### src/rtl/vga_pkg.sv
// Shared definitions for the VGA sync decoder: default widths, lock FSM states
// and 640x480 reference timing totals.
package vga_pkg;

  localparam int HBITS_DEF = 10;
  localparam int VBITS_DEF = 10;

  localparam int H_TOTAL = 800;
  localparam int V_TOTAL = 525;

  typedef enum logic [1:0] {
    SEARCH = 2'd0,
    MEAS   = 2'd1,
    VERIFY = 2'd2,
    LOCKED = 2'd3
  } sync_state_e;

endpackage

### src/rtl/sync_edge_detect.sv
// Multi-flop synchronizer for an active-low sync input followed by a registered
// one-cycle pulse on each falling edge; everything idles high out of reset.
module sync_edge_detect #(
  parameter int SYNC_STAGES = 2
) (
  input  logic clk,
  input  logic rst,
  input  logic sync_in,
  output logic fall_pulse
);

  logic [SYNC_STAGES-1:0] sync_q, sync_d;
  logic                   prev_q, prev_d;
  logic                   pulse_q, pulse_d;

  always_comb begin
    sync_d  = {sync_q[SYNC_STAGES-2:0], sync_in};
    prev_d  = sync_q[SYNC_STAGES-1];
    pulse_d = prev_q & ~sync_q[SYNC_STAGES-1];
  end

  always_ff @(posedge clk or posedge rst) begin
    if (rst) begin
      sync_q  <= '1;
      prev_q  <= 1'b1;
      pulse_q <= 1'b0;
    end else begin
      sync_q  <= sync_d;
      prev_q  <= prev_d;
      pulse_q <= pulse_d;
    end
  end

  assign fall_pulse = pulse_q;

endmodule

### src/rtl/vga_sync_decoder.sv
// Recovers h/v position from incoming sync pins, measures line and frame length,
// and declares lock once two consecutive frames agree with the captured reference.
module vga_sync_decoder
  import vga_pkg::*;
#(
  parameter int HBITS       = HBITS_DEF,
  parameter int VBITS       = VBITS_DEF,
  parameter int SYNC_STAGES = 2
) (
  input  logic             clk,
  input  logic             rst,
  input  logic             hSyncIn,
  input  logic             vSyncIn,
  output logic [HBITS-1:0] hCount,
  output logic [VBITS-1:0] vCount,
  output logic             hStart,
  output logic             vStart,
  output logic [HBITS-1:0] lineLen,
  output logic [VBITS-1:0] frameLines,
  output logic             locked
);

  localparam logic [HBITS-1:0] H_MAX = '1;
  localparam logic [HBITS-1:0] H_ONE = HBITS'(1);
  localparam logic [VBITS-1:0] V_MAX = '1;
  localparam logic [VBITS-1:0] V_ONE = VBITS'(1);

  logic h_start, v_start;

  sync_edge_detect #(.SYNC_STAGES(SYNC_STAGES)) u_h_edge (
    .clk       (clk),
    .rst       (rst),
    .sync_in   (hSyncIn),
    .fall_pulse(h_start)
  );

  sync_edge_detect #(.SYNC_STAGES(SYNC_STAGES)) u_v_edge (
    .clk       (clk),
    .rst       (rst),
    .sync_in   (vSyncIn),
    .fall_pulse(v_start)
  );

  logic [HBITS-1:0] hcount_q, hcount_d, line_len_q, line_len_d, ref_line_q, ref_line_d;
  logic [VBITS-1:0] vcount_q, vcount_d, frame_lines_q, frame_lines_d, ref_frame_q, ref_frame_d;
  logic             hovf_q, hovf_d, locked_q, locked_d;
  logic [1:0]       meas_cnt_q, meas_cnt_d;
  sync_state_e      state_q, state_d;

  logic             h_max, v_max, ovf, line_bad, frame_bad;
  logic [HBITS-1:0] line_meas;
  logic [VBITS-1:0] vcount_inc, frame_meas;

  always_comb begin
    h_max      = (hcount_q == H_MAX);
    v_max      = (vcount_q == V_MAX);
    line_meas  = h_max ? H_MAX : hcount_q + H_ONE;
    vcount_inc = v_max ? V_MAX : vcount_q + V_ONE;
    // A line that starts together with the frame belongs to the old frame's count
    frame_meas = h_start ? vcount_inc : vcount_q;

    hcount_d      = h_start ? '0 : (h_max ? hcount_q : hcount_q + H_ONE);
    hovf_d        = h_start ? 1'b0 : (hovf_q | h_max);
    line_len_d    = h_start ? line_meas : line_len_q;
    vcount_d      = v_start ? '0 : (h_start ? vcount_inc : vcount_q);
    frame_lines_d = v_start ? frame_meas : frame_lines_q;
  end

  always_comb begin
    state_d     = state_q;
    ref_line_d  = ref_line_q;
    ref_frame_d = ref_frame_q;
    meas_cnt_d  = meas_cnt_q;
    // The hStart that ends an overflowed line also clears the flag, so it does not count
    ovf         = hovf_q & ~h_start;
    line_bad    = h_start && (line_meas != ref_line_q);
    frame_bad   = v_start && (frame_meas != ref_frame_q);

    case (state_q)
      SEARCH: begin
        if (v_start) begin
          state_d    = MEAS;
          meas_cnt_d = '0;
        end
      end
      MEAS: begin
        if (v_start) begin
          if (meas_cnt_q == 2'd2) begin
            state_d     = VERIFY;
            ref_frame_d = frame_meas;
          end else begin
            meas_cnt_d = '0;
          end
        end else if (h_start && (meas_cnt_q != 2'd2)) begin
          meas_cnt_d = meas_cnt_q + 2'd1;
          if (meas_cnt_q == 2'd1) ref_line_d = line_meas;
        end
      end
      VERIFY: begin
        if (line_bad || frame_bad) begin
          state_d     = MEAS;
          meas_cnt_d  = '0;
          ref_line_d  = '0;
          ref_frame_d = '0;
        end else if (v_start) begin
          state_d = LOCKED;
        end
      end
      LOCKED: begin
        if (line_bad || frame_bad) state_d = SEARCH;
      end
      default: state_d = SEARCH;
    endcase

    if (ovf) state_d = SEARCH;
    if (state_d == SEARCH) begin
      ref_line_d  = '0;
      ref_frame_d = '0;
    end
    locked_d = (state_d == LOCKED);
  end

  always_ff @(posedge clk or posedge rst) begin
    if (rst) begin
      hcount_q      <= '0;
      vcount_q      <= '0;
      line_len_q    <= '0;
      frame_lines_q <= '0;
      hovf_q        <= 1'b0;
      state_q       <= SEARCH;
      ref_line_q    <= '0;
      ref_frame_q   <= '0;
      meas_cnt_q    <= '0;
      locked_q      <= 1'b0;
    end else begin
      hcount_q      <= hcount_d;
      vcount_q      <= vcount_d;
      line_len_q    <= line_len_d;
      frame_lines_q <= frame_lines_d;
      hovf_q        <= hovf_d;
      state_q       <= state_d;
      ref_line_q    <= ref_line_d;
      ref_frame_q   <= ref_frame_d;
      meas_cnt_q    <= meas_cnt_d;
      locked_q      <= locked_d;
    end
  end

  assign hCount     = hcount_q;
  assign vCount     = vcount_q;
  assign hStart     = h_start;
  assign vStart     = v_start;
  assign lineLen    = line_len_q;
  assign frameLines = frame_lines_q;
  assign locked     = locked_q;

endmodule
### config.mk
export PLATFORM = sky130hd
export DESIGN_NAME = vga_sync_decoder
export DESIGN_NICKNAME = d
export VERILOG_FILES = /design/src/rtl/vga_pkg.sv /design/src/rtl/sync_edge_detect.sv /design/src/rtl/vga_sync_decoder.sv
export SDC_FILE = /design/constraint.sdc
export NUM_CORES = 1
export LEC_CHECK = 0
export ABC_AREA = 1
export CORE_ASPECT_RATIO = 1.75
export CORE_MARGIN = 1.5
export CORE_UTILIZATION = 30
export DETAILED_ROUTE_END_ITERATION = 10
export DONT_BUFFER_PORTS = 1
export PLACE_DENSITY = 0.52
export REMOVE_ABC_BUFFERS = 1
export SYNTH_ARGS = -nofsm -noshare
export SYNTH_HDL_FRONTEND = slang
export SYNTH_SLANG_ARGS = --single-unit
### constraint.sdc
create_clock -name clk -period 2.25 [get_ports clk]
set_input_delay 0.225 -clock clk [delete_from_list [all_inputs] [get_ports clk]]
set_output_delay 0.225 -clock clk [all_outputs]
set_load 0.02 [all_outputs]
==> out/qor.txt, run 1 <==
================================================================================
Mean cell area of the mapped netlist ..............................   7.50 sq um
First drt pass iteration count ....................................            5
Total clock buffers created by CTS ................................            9
Share of layout cells above drive strength 1 ......................        31.0%
Deepest level of the CTS H-tree ...................................            3
Worst flop-to-flop path endpoint .................................. ref_frame_q[1]
Count of buffers from port buffering ..............................            0
Final wirelength ..................................................     11300 um
Final cell count without fillers ..................................          804
Row Count .........................................................           56
Cells after Synth .................................................          541
Slew @ Worst Pin ..................................................     0.423 ns
Sequential share of the synthesized area ..........................        45.9%
Post-synth cell types .............................................           31
Max FO, Critical Path .............................................            7
Worst Slack Setup Final ...........................................    -0.161 ns
Synth Warn # ......................................................            0
Worst Hold Path Cells .............................................            0
Static Leakage ....................................................      2.83 nW
Fillers ...........................................................         1394
Number of setup violations in the final report ....................           20
Kind of end point of the critical path ............................    flip-flop
Die ar. ...........................................................  14300 sq um
Root buf cell ..................................................... sky130_fd_sc_hd__clkbuf_16
Reg2Reg Setup Slack ...............................................     -0.16 ns
Hold path endpoint ................................................ u_v_edge.sync_q[1]
Area share of the largest cell type after synthesis ...............        42.0%
Slew margin rel. ..................................................        71.8%
Initial core utilization ..........................................        30.5%
Count of pins over their slew limit ...............................            0
Final instance area ...............................................   5400 sq um
Final min period ..................................................      2.41 ns
Worst reg2reg path depth ..........................................           22
Area of the mapped netlist ........................................   4060 sq um
Cell type contributing the most total cell area after synthesis ... sky130_fd_sc_hd__dfrtp_1
Number of max-capacitance violations reported .....................            0
Start point of the critical path ..................................    hCount[0]
Unrepaired setup endpoints after global routing ...................          yes
Drt initial violations ............................................          138
Total number of vias ..............................................         3662
Worst setup path category .........................................      reg2reg
Global Route Usage Sum ............................................        16.7%
Maximum achievable frequency ......................................      415 MHz
FF-to-FF Start ....................................................    hCount[0]
Count of inserted antenna diode cells .............................            0
Clock Tree Buf Depth ..............................................            2
WL/cell ...........................................................      14.1 um
DIE WIDTH .........................................................      90.9 um
Number of antenna violations at the first check in global routing .            0
Maximum number of pins on one net before global-route repair ......           75
Tightest Hold Check Type ..........................................      reg2reg
Post-detailed-route count of antenna-violating nets ...............            0
Final #Nets .......................................................          633
DRC violation count after routing .................................            0
Status ............................................................ finished with violations
Failing checks .................................................... setup timing
Crit path DAT .....................................................      2.65 ns
Number of synthesized flops with an enable pin ....................            0
Worst setup slack after placement .................................    -0.194 ns
Hold Crit Start ................................................... u_v_edge.sync_q[0]
Layout area overhead ..............................................        33.1%
First-pass GRT wire length ........................................     18400 um
Clock Skews .......................................................   0.00534 ns
HPWL after detailed placement .....................................      7910 um
Top FF cell, synth ................................................ sky130_fd_sc_hd__dfrtp_1
Aggregate global routing overflow .................................            0
IO Pins ...........................................................           47
CTS clock-pin slew for the worst setup and hold paths .............      0.06 ns
Clock tree from TritonCTS .........................................         done
Via density per instance ..........................................         4.55
Type of element launching the critical path .......................    flip-flop
VDD IR max ........................................................   0.000395 V
Vias in the first global route ....................................         3741
Area of the placeable core ........................................  13300 sq um
Cell count after placement ........................................          767
Cell types occupying the most area after synthesis ................ sky130_fd_sc_hd__dfrtp_1 42%, sky130_fd_sc_hd__nand2_1 16%, sky130_fd_sc_hd__nand3_1 6.9%
Post-route clock period utilization ...............................         107%
Power density of the placed cells .................................  826 nW/um^2
Chip Height .......................................................       157 um
Number of synthesized register bits ...............................           74
Gp weighted congestion ............................................        0.874
Worst hold-check slack ............................................     0.356 ns
Required time of the critical path ................................      2.48 ns
Hold Vio Cnt, Final ...............................................            0
Worst skew pair latency ...........................................      0.34 ns
Post-synthesis async set-or-reset flop share ......................         100%
Placed cell areas .................................................   4710 sq um
Number of clock sinks .............................................           74
================================================================================
-- metrics by stage --
step / total power, W / util [%] / setup TNS, ns
final: 0.00446 / 40.6 / -2.91
after global routing: 0.00473 / 40.6 / -7.61
after CTS: 0.00442 / 39.4 / -1.48
after detailed placement: 0.00281 / 35.4 / -3.84
after global placement: 0.00279 / 35.4 / -3.11
after floorplan: 0.00233 / - / -8.97
-- repair_timing --
item                                    CTS  global route
endpoints found under the hold margin    70             0
setup buffers                            10             3
gates resized for setup                  26            22
hold buffers                              3             0
pin swaps                                 3             4
endpoints found under the setup margin   25            25
gates cloned                              2             3
-- layer usage --
layer	track usage (%)	wire length, um
met1	16.8	4320
met4	7.37	293
met3	4.03	485
met2	32.0	6210
met5	0	0
-- worst max path at each step --
stage                           to  cells past startpoint
detailed placement  ref_frame_q[2]                     18
global placement     ref_line_q[8]                     18
CTS                  ref_line_q[2]                     20
finish              ref_frame_q[1]                     22
floorplan           ref_frame_q[0]                     18
global route        ref_frame_q[2]                     20
-- critical path, stage by stage, from the launching register on --
cell,delay (ns)
sky130_fd_sc_hd__dfrtp_1,0.36
sky130_fd_sc_hd__ha_2,0.19
sky130_fd_sc_hd__nand2_2,0.08
sky130_fd_sc_hd__nor2_4,0.17
sky130_fd_sc_hd__buf_6,0.15
sky130_fd_sc_hd__nand2_2,0.05
sky130_fd_sc_hd__nand2_2,0.09
sky130_fd_sc_hd__nand2_2,0.06
sky130_fd_sc_hd__nand2_1,0.06
sky130_fd_sc_hd__nand2_1,0.07
sky130_fd_sc_hd__nor2_1,0.09
sky130_fd_sc_hd__nand2_1,0.06
sky130_fd_sc_hd__nor2_1,0.08
sky130_fd_sc_hd__nand2_1,0.07
sky130_fd_sc_hd__nand2_2,0.10
sky130_fd_sc_hd__nand2_1,0.06
sky130_fd_sc_hd__nand2_1,0.06
sky130_fd_sc_hd__nand3_1,0.08
sky130_fd_sc_hd__nand2_2,0.10
sky130_fd_sc_hd__nand2_4,0.09
sky130_fd_sc_hd__clkbuf_16,0.17
sky130_fd_sc_hd__nand2_2,0.06
sky130_fd_sc_hd__inv_2,0.03
-- power breakdown --
| part | switching (W) | internal [W] |
|---|---|---|
| combinational | 0.000741 | 0.000531 |
| sequential | 0.000178 | 0.00147 |
| clock | 0.000562 | 0.000970 |
-- synthesized netlist by cell type, types with 3 or more instances --
cell                       number
sky130_fd_sc_hd__clkbuf_1      10
sky130_fd_sc_hd__inv_2         23
sky130_fd_sc_hd__a31oi_1        5
sky130_fd_sc_hd__buf_4          3
sky130_fd_sc_hd__buf_6          4
sky130_fd_sc_hd__dfrtp_1       68
sky130_fd_sc_hd__ha_1           4
sky130_fd_sc_hd__o21ai_0       21
sky130_fd_sc_hd__dfstp_2        6
sky130_fd_sc_hd__inv_1         56
sky130_fd_sc_hd__nand2_2       28
sky130_fd_sc_hd__nand3b_1       9
sky130_fd_sc_hd__nand4_1        7
sky130_fd_sc_hd__nand2_1      168
sky130_fd_sc_hd__nor2_4         3
sky130_fd_sc_hd__nand3_2        3
sky130_fd_sc_hd__nand3_1       56
sky130_fd_sc_hd__a21oi_1        6
sky130_fd_sc_hd__nor2_1        47
-- cell type report --
| class | instances | area [sq um] | share of cell area [%] |
|---|---|---|---|
| Inverter | 80 | 302 | 5.59 |
| Clock buffer | 11 | 233 | 4.31 |
| Clock inverter | 5 | 80.1 | 1.48 |
| Tap cell | 174 | 218 | 4.03 |
| Multi-Input combinational cell | 371 | 1940 | 36.0 |
| Sequential cell | 74 | 1860 | 34.4 |
| Timing Repair Buffer | 89 | 763 | 14.1 |
-- sequential cells by signal, summed over array words and instances (netlist names), 2 cells and up --
name             cells
ref_line_q          10
u_h_edge.sync_q      2
meas_cnt_q           2
vCount              10
ref_frame_q         10
frameLines          10
hCount              10
state_q              2
u_v_edge.sync_q      2
lineLen             10
-- cell families after synthesis --
kind of cell    Yosys count  synth area share [%]
simple gates            328                  37.6
buf+inv                  98                  10.1
flops                    74                  45.8
compound gates           33                  4.29
fa+ha+maj                 4                  1.23
xor+xnor                  3                 0.648
mux                       1                 0.247
-- layout by cell type, fill, tap and decap left out, types with 3 or more instances in the layout --
cell type / synthesis / final
sky130_fd_sc_hd__inv_2: 23 / 23
sky130_fd_sc_hd__nand2_1: 168 / 155
sky130_fd_sc_hd__a21oi_1: 6 / 6
sky130_fd_sc_hd__inv_1: 56 / 55
sky130_fd_sc_hd__nand3_2: 3 / 8
sky130_fd_sc_hd__clkbuf_16: 0 / 10
sky130_fd_sc_hd__nand2_2: 28 / 33
sky130_fd_sc_hd__nor2_2: 2 / 4
sky130_fd_sc_hd__nand2_4: 1 / 9
sky130_fd_sc_hd__buf_4: 3 / 71
sky130_fd_sc_hd__nand3b_1: 9 / 9
sky130_fd_sc_hd__a31oi_1: 5 / 5
sky130_fd_sc_hd__nor2_4: 3 / 4
sky130_fd_sc_hd__nand3_1: 56 / 52
sky130_fd_sc_hd__dlygate4sd3_1: 0 / 3
sky130_fd_sc_hd__nor2_1: 47 / 44
sky130_fd_sc_hd__buf_6: 4 / 12
sky130_fd_sc_hd__nand4_1: 7 / 7
sky130_fd_sc_hd__dfstp_2: 6 / 6
sky130_fd_sc_hd__o21ai_0: 21 / 21
sky130_fd_sc_hd__dfrtp_1: 68 / 68
Power figures use the tool's default switching activity.
==> inputs of run 2 (changes only) <==
--- a/config.mk
+++ b/config.mk
@@ -9,8 +9,10 @@
 export CORE_ASPECT_RATIO = 1.75
 export CORE_MARGIN = 1.5
 export CORE_UTILIZATION = 30
+export CTS_CLUSTER_DIAMETER = 120
 export DETAILED_ROUTE_END_ITERATION = 10
 export DONT_BUFFER_PORTS = 1
+export MAX_ROUTING_LAYER = met4
 export PLACE_DENSITY = 0.52
 export REMOVE_ABC_BUFFERS = 1
 export SYNTH_ARGS = -nofsm -noshare
==> out/qor.txt, run 2 (synthesis gave the netlist of run 1 again) <==
================================================================================
Worst setup slack after placement .................................    -0.256 ns
Hold Vio Cnt, Final ...............................................            0
Clock tree from TritonCTS .........................................         done
WL/cell ...........................................................      13.5 um
Unrepaired setup endpoints after global routing ...................          yes
Final wirelength ..................................................     11000 um
Via density per instance ..........................................         4.54
Slew margin rel. ..................................................        74.6%
Vias in the first global route ....................................         3839
Failing checks .................................................... setup timing
Total number of vias ..............................................         3689
Area of the placeable core ........................................  13300 sq um
Maximum achievable frequency ......................................      413 MHz
Top library cells by usage in the layout, fill and taps aside ..... 157 x sky130_fd_sc_hd__nand2_1, 83 x sky130_fd_sc_hd__buf_4, 68 x sky130_fd_sc_hd__dfrtp_1
Number of setup violations in the final report ....................           23
Share of layout cells above drive strength 1 ......................        32.4%
Crit path DAT .....................................................      2.69 ns
DIE WIDTH .........................................................      90.9 um
Count of inserted antenna diode cells .............................            0
Post-route clock period utilization ...............................         108%
Clock Tree Buf Depth ..............................................            2
Power density of the placed cells .................................  813 nW/um^2
Final min period ..................................................      2.42 ns
Total clock buffers created by CTS ................................            9
Max FO, Critical Path .............................................           15
Kind of end point of the critical path ............................    flip-flop
DRC violation count after routing .................................            0
First-pass GRT wire length ........................................     18500 um
Accumulated negative setup slack ..................................     -3.32 ns
Fillers ...........................................................         1343
Count of buffers from port buffering ..............................            0
Global Route Usage Sum ............................................        17.1%
Deepest level of the CTS H-tree ...................................            3
Maximum number of pins on one net before global-route repair ......           75
Total Power Consumption ...........................................    0.00440 W
Drt initial violations ............................................          193
Slew @ Worst Pin ..................................................     0.370 ns
Number of clock sinks .............................................           74
Clock Skews .......................................................   0.00845 ns
VDD IR max ........................................................   0.000409 V
Row Count .........................................................           56
Static Leakage ....................................................      2.83 nW
Status ............................................................ finished with violations
First drt pass iteration count ....................................            5
Storage cell area .................................................   1860 sq um
Layout area overhead ..............................................        33.5%
Area of combinational cells with multiple inputs ..................   1940 sq um
Required time of the critical path ................................      2.52 ns
Most common cell after layout, fill and taps aside ................ sky130_fd_sc_hd__nand2_1
HPWL after detailed placement .....................................      7850 um
Worst setup path category .........................................      reg2reg
Initial core utilization ..........................................        30.5%
Aggregate global routing overflow .................................            0
IO Pins ...........................................................           47
Root buf cell ..................................................... sky130_fd_sc_hd__clkbuf_16
Worst Slack Setup Final ...........................................    -0.172 ns
Final #Nets .......................................................          641
Worst skew pair latency ...........................................      0.33 ns
Die ar. ...........................................................  14300 sq um
Tightest Hold Check Type ..........................................      reg2reg
CTS clock-pin slew for the worst setup and hold paths .............      0.06 ns
Count of pins over their slew limit ...............................            0
Type of element launching the critical path .......................    flip-flop
Number of antenna violations at the first check in global routing .            0
Number of max-capacitance violations reported .....................            0
Gp weighted congestion ............................................        0.858
Post-detailed-route count of antenna-violating nets ...............            0
Chip Height .......................................................       157 um
================================================================================
-- run 2: changes by cell type in the layout (fill, tap and decap cells not counted), moves of 2 or more --
cell / before / now
sky130_fd_sc_hd__buf_4: 71 / 83
sky130_fd_sc_hd__buf_6: 12 / 9
sky130_fd_sc_hd__clkbuf_1: 2 / 0
sky130_fd_sc_hd__nand2_1: 155 / 157
sky130_fd_sc_hd__nand2_2: 33 / 37
sky130_fd_sc_hd__nand2_4: 9 / 3
sky130_fd_sc_hd__nand3_1: 52 / 50
sky130_fd_sc_hd__nor2_1: 44 / 42
sky130_fd_sc_hd__o21ai_0: 21 / 19
sky130_fd_sc_hd__o21ai_1: 0 / 2
-- run 2: per-layer routing --
layer | GRT usage [%] | wire length, um | share of wire [%] | vias to the layer above
li1 | - | - | - | 1865
met1 | 16.5 | 4020 | 37 | 1726
met2 | 32.2 | 6180 | 56 | 76
met3 | 3.98 | 481 | 4.4 | 22
met4 | 7.44 | 293 | 2.7 | 0
met5 | - | 0 | 0 | -
-- run 2: path summary, 6_finish.rpt --
| kind | startpoint | end | slack, ns | cells after the start |
|---|---|---|---|---|
| max reg2reg | vCount[0] | ref_line_q[9] | -0.17 | 19 |
| max in group asynchronous | rst | lineLen[8] | 1.49 | 3 |
| max | vCount[0] | ref_line_q[9] | -0.17 | 19 |
| min in group asynchronous | rst | lineLen[2] | 0.43 | 3 |
| min | u_h_edge.sync_q[0] | u_h_edge.sync_q[1] | 0.36 | 0 |
| min reg2reg | u_h_edge.sync_q[0] | u_h_edge.sync_q[1] | 0.36 | 0 |
-- run 2: cell type report --
cell class,instances,share of cell area (%)
clock buffers,10,4.41
clock inverters,6,1.22
inverters,80,5.57
multi-input cells,371,35.8
flip-flops and latches,74,34.3
well taps,174,4.02
repair buffers,97,14.7
-- run 2: per-stage QoR --
stage                     cell area (sq um)  utilization, %  hold slack, ns  instances
after floorplan                        3950               -           0.229        523
after global placement                 4710            35.4           0.223        767
after detailed placement               4710            35.4           0.227        767
after CTS                              5290            39.7           0.356        807
after global routing                   5420            40.7           0.357        812
final                                  5420            40.7           0.355        812
-- run 2: timing repair --
item | in CTS | in global routing
gates cloned | 2 | 0
hold buffers | 3 | 0
hold endpoints to repair | 70 | 0
pin swaps | 3 | 16
gates resized for setup | 21 | 22
setup buffers | 19 | 5
setup endpoints to repair | 25 | 25
-- run 2: power breakdown --
group,internal (W),switching (W)
combinational,0.000550,0.000731
clock,0.000889,0.000582
sequential,0.00147,0.000177
total,0.00291,0.00149
-- run 2: worst max-delay path: stages (launching register included) --
cell and delay (ns):
sky130_fd_sc_hd__dfrtp_1 0.40, sky130_fd_sc_hd__ha_4 0.17, sky130_fd_sc_hd__nand2_4 0.06, sky130_fd_sc_hd__nor2_4 0.15, sky130_fd_sc_hd__buf_4 0.15, sky130_fd_sc_hd__nand3_1 0.10
sky130_fd_sc_hd__nand2_2 0.11, sky130_fd_sc_hd__nand3_1 0.08, sky130_fd_sc_hd__nand2_1 0.09, sky130_fd_sc_hd__nand3_2 0.09, sky130_fd_sc_hd__nor2_2 0.12, sky130_fd_sc_hd__nand3_2 0.10
sky130_fd_sc_hd__nand2_2 0.10, sky130_fd_sc_hd__nand3_1 0.08, sky130_fd_sc_hd__nand2_1 0.08, sky130_fd_sc_hd__nand2_2 0.09, sky130_fd_sc_hd__nand2_4 0.09, sky130_fd_sc_hd__buf_12 0.16
sky130_fd_sc_hd__nand2_2 0.06, sky130_fd_sc_hd__inv_2 0.04
==> inputs of run 3 (changes only) <==
--- a/config.mk
+++ b/config.mk
@@ -8,12 +8,13 @@
 export ABC_AREA = 1
 export CORE_ASPECT_RATIO = 1.75
 export CORE_MARGIN = 1.5
-export CORE_UTILIZATION = 30
+export CORE_UTILIZATION = 57
 export CTS_CLUSTER_DIAMETER = 120
 export DETAILED_ROUTE_END_ITERATION = 10
 export DONT_BUFFER_PORTS = 1
+export HOLD_SLACK_MARGIN = 0.06
 export MAX_ROUTING_LAYER = met4
-export PLACE_DENSITY = 0.52
+export PLACE_DENSITY = 0.82
 export REMOVE_ABC_BUFFERS = 1
 export SYNTH_ARGS = -nofsm -noshare
 export SYNTH_HDL_FRONTEND = slang
==> out/qor.txt, run 3 (synthesis gave the netlist of run 1 again) <==
================================================================================
Type of element launching the critical path .......................    flip-flop
WL/cell ...........................................................      17.0 um
Gp weighted congestion ............................................        0.982
CTS clock-pin slew for the worst setup and hold paths .............      0.06 ns
Most common cell after layout, fill and taps aside ................ sky130_fd_sc_hd__nand2_1
Post-route clock period utilization ...............................         120%
Aggregate global routing overflow .................................            0
Post-detailed-route count of antenna-violating nets ...............            0
DIE WIDTH .........................................................      66.8 um
Deepest level of the CTS H-tree ...................................            3
Worst setup path category .........................................      reg2reg
Fillers ...........................................................          432
Area of the placeable core ........................................   6860 sq um
Final min period ..................................................      2.71 ns
Number of setup violations in the final report ....................           25
Number of max-capacitance violations reported .....................            0
Status ............................................................ finished with violations
Worst path slowest cell ........................................... sky130_fd_sc_hd__dfrtp_1
Power density of the placed cells .................................  882 nW/um^2
First-pass GRT wire length ........................................     17700 um
Worst reg2reg path depth ..........................................           22
Failing checks .................................................... setup timing
Number of antenna violations at the first check in global routing .            0
HPWL after detailed placement .....................................      7070 um
Maximum number of pins on one net before global-route repair ......           42
Final wirelength ..................................................     12000 um
Die ar. ...........................................................   7650 sq um
Maximum achievable frequency ......................................      369 MHz
Clock Tree Buf Depth ..............................................            2
Count of pins over their slew limit ...............................            0
Vias in the first global route ....................................         3907
Storage cell area .................................................   1860 sq um
Area of combinational cells with multiple inputs ..................   1950 sq um
Drt initial violations ............................................          349
VDD IR max ........................................................   0.000601 V
First drt pass iteration count ....................................            6
Clock tree from TritonCTS .........................................         done
Total number of vias ..............................................         4095
IO Pins ...........................................................           47
DRC violation count after routing .................................            0
Worst setup slack after placement .................................    -0.213 ns
Top library cells by usage in the layout, fill and taps aside ..... 151 x sky130_fd_sc_hd__nand2_1, 68 x sky130_fd_sc_hd__dfrtp_1, 60 x sky130_fd_sc_hd__buf_4
Global Route Usage Sum ............................................        32.0%
Row Count .........................................................           40
Chip Height .......................................................       115 um
Worst hold-check slack ............................................     0.355 ns
Delay of the slowest cell on the worst path .......................      0.40 ns
Static Leakage ....................................................      2.79 nW
Count of buffers from port buffering ..............................            0
Total clock buffers created by CTS ................................            9
Count of inserted antenna diode cells .............................            0
Max FO, Critical Path .............................................           10
Kind of end point of the critical path ............................    flip-flop
Hold Vio Cnt, Final ...............................................            0
Worst Hold Path Cells .............................................            0
Root buf cell ..................................................... sky130_fd_sc_hd__clkbuf_16
Slew margin rel. ..................................................        70.8%
Tightest Hold Check Type ..........................................      reg2reg
Share of layout cells above drive strength 1 ......................        30.9%
Slew @ Worst Pin ..................................................     0.438 ns
Final #Nets .......................................................          624
Worst skew pair latency ...........................................      0.35 ns
Reg2Reg Setup Slack ...............................................     -0.46 ns
Layout area overhead ..............................................        29.5%
Crit path DAT .....................................................      2.95 ns
Via density per instance ..........................................         5.81
Worst Slack Setup Final ...........................................    -0.456 ns
List of cells traversed by the critical path ...................... buf_6 -> inv_1 -> nor2_1 -> buf_4 -> nand2_1 -> nand2_1 -> nand3_2 -> nand2_1 -> nand2_1 -> inv_1 -> nand2_1 -> nor2_2 -> nand2_1 -> nand2_2 -> nand2_1 -> nand2_1 -> nand3_2 -> nand2_2 -> nand2_4 -> clkbuf_16 -> nand2_2 -> inv_2
Most common cell type on the critical path ........................ sky130_fd_sc_hd__nand2_1
Clock Skews .......................................................    0.0130 ns
Required time of the critical path ................................      2.49 ns
Initial core utilization ..........................................        59.1%
Unrepaired setup endpoints after global routing ...................          yes
Number of clock sinks .............................................           74
================================================================================
-- run 3: final cells by class --
cell class | instances | area share (%)
Multi-Input combinational cell | 371 | 37.1
Sequential cell | 74 | 35.4
Timing Repair Buffer | 80 | 13.6
Inverter | 80 | 5.72
Clock buffer | 10 | 4.36
Tap cell | 84 | 2.00
Clock inverter | 6 | 1.74
-- run 3: routing by layer --
layer | vias up | GRT usage (%) | routed length, um
met5 | - | - | 0
met4 | 0 | 20.0 | 849
met3 | 85 | 7.87 | 973
met2 | 262 | 54.6 | 6200
met1 | 1912 | 31.6 | 3950
li1 | 1836 | - | -
-- run 3: timing repair --
item | CTS | global route
hold buffers | 3 | 0
gates resized for setup | 21 | 31
pin swaps | 7 | 9
setup endpoints to repair | 23 | 25
endpoints found under the hold margin | 72 | 0
gates cloned | 1 | 3
setup buffers | 9 | 7
-- run 3: worst paths after layout --
| path | to | from |
|---|---|---|
| min in group asynchronous | frameLines[2] | rst |
| min reg2reg | u_v_edge.sync_q[1] | u_v_edge.sync_q[0] |
| max in group asynchronous | u_v_edge.sync_q[0] | rst |
| min | u_v_edge.sync_q[1] | u_v_edge.sync_q[0] |
| max | ref_line_q[8] | hCount[0] |
| max reg2reg | ref_line_q[8] | hCount[0] |
-- run 3: where the power goes --
part / internal [W] / switching (W)
clock: 0.000973 / 0.000587
sequential: 0.00147 / 0.000191
combinational: 0.000579 / 0.000827
total: 0.00303 / 0.00161
-- run 3: worst max-delay path, delay by kind of cell, from the launching register on --
kind | cells | cell delay (ns)
simple gates | 16 | 1.49
flops | 1 | 0.40
buf+inv | 6 | 0.69
-- run 3: metrics by stage --
stage	util (%)	total power, W	setup TNS [ns]	cells	area (sq um)
CTS	73.1	0.00438	-3.43	695	5010
global route	76.6	0.00483	-16.21	705	5250
finish	76.6	0.00463	-9.93	705	5250
global placement	66.0	0.00270	-1.85	667	4530
floorplan	-	0.00233	-8.97	523	3950
detailed placement	66.0	0.00275	-4.07	667	4530
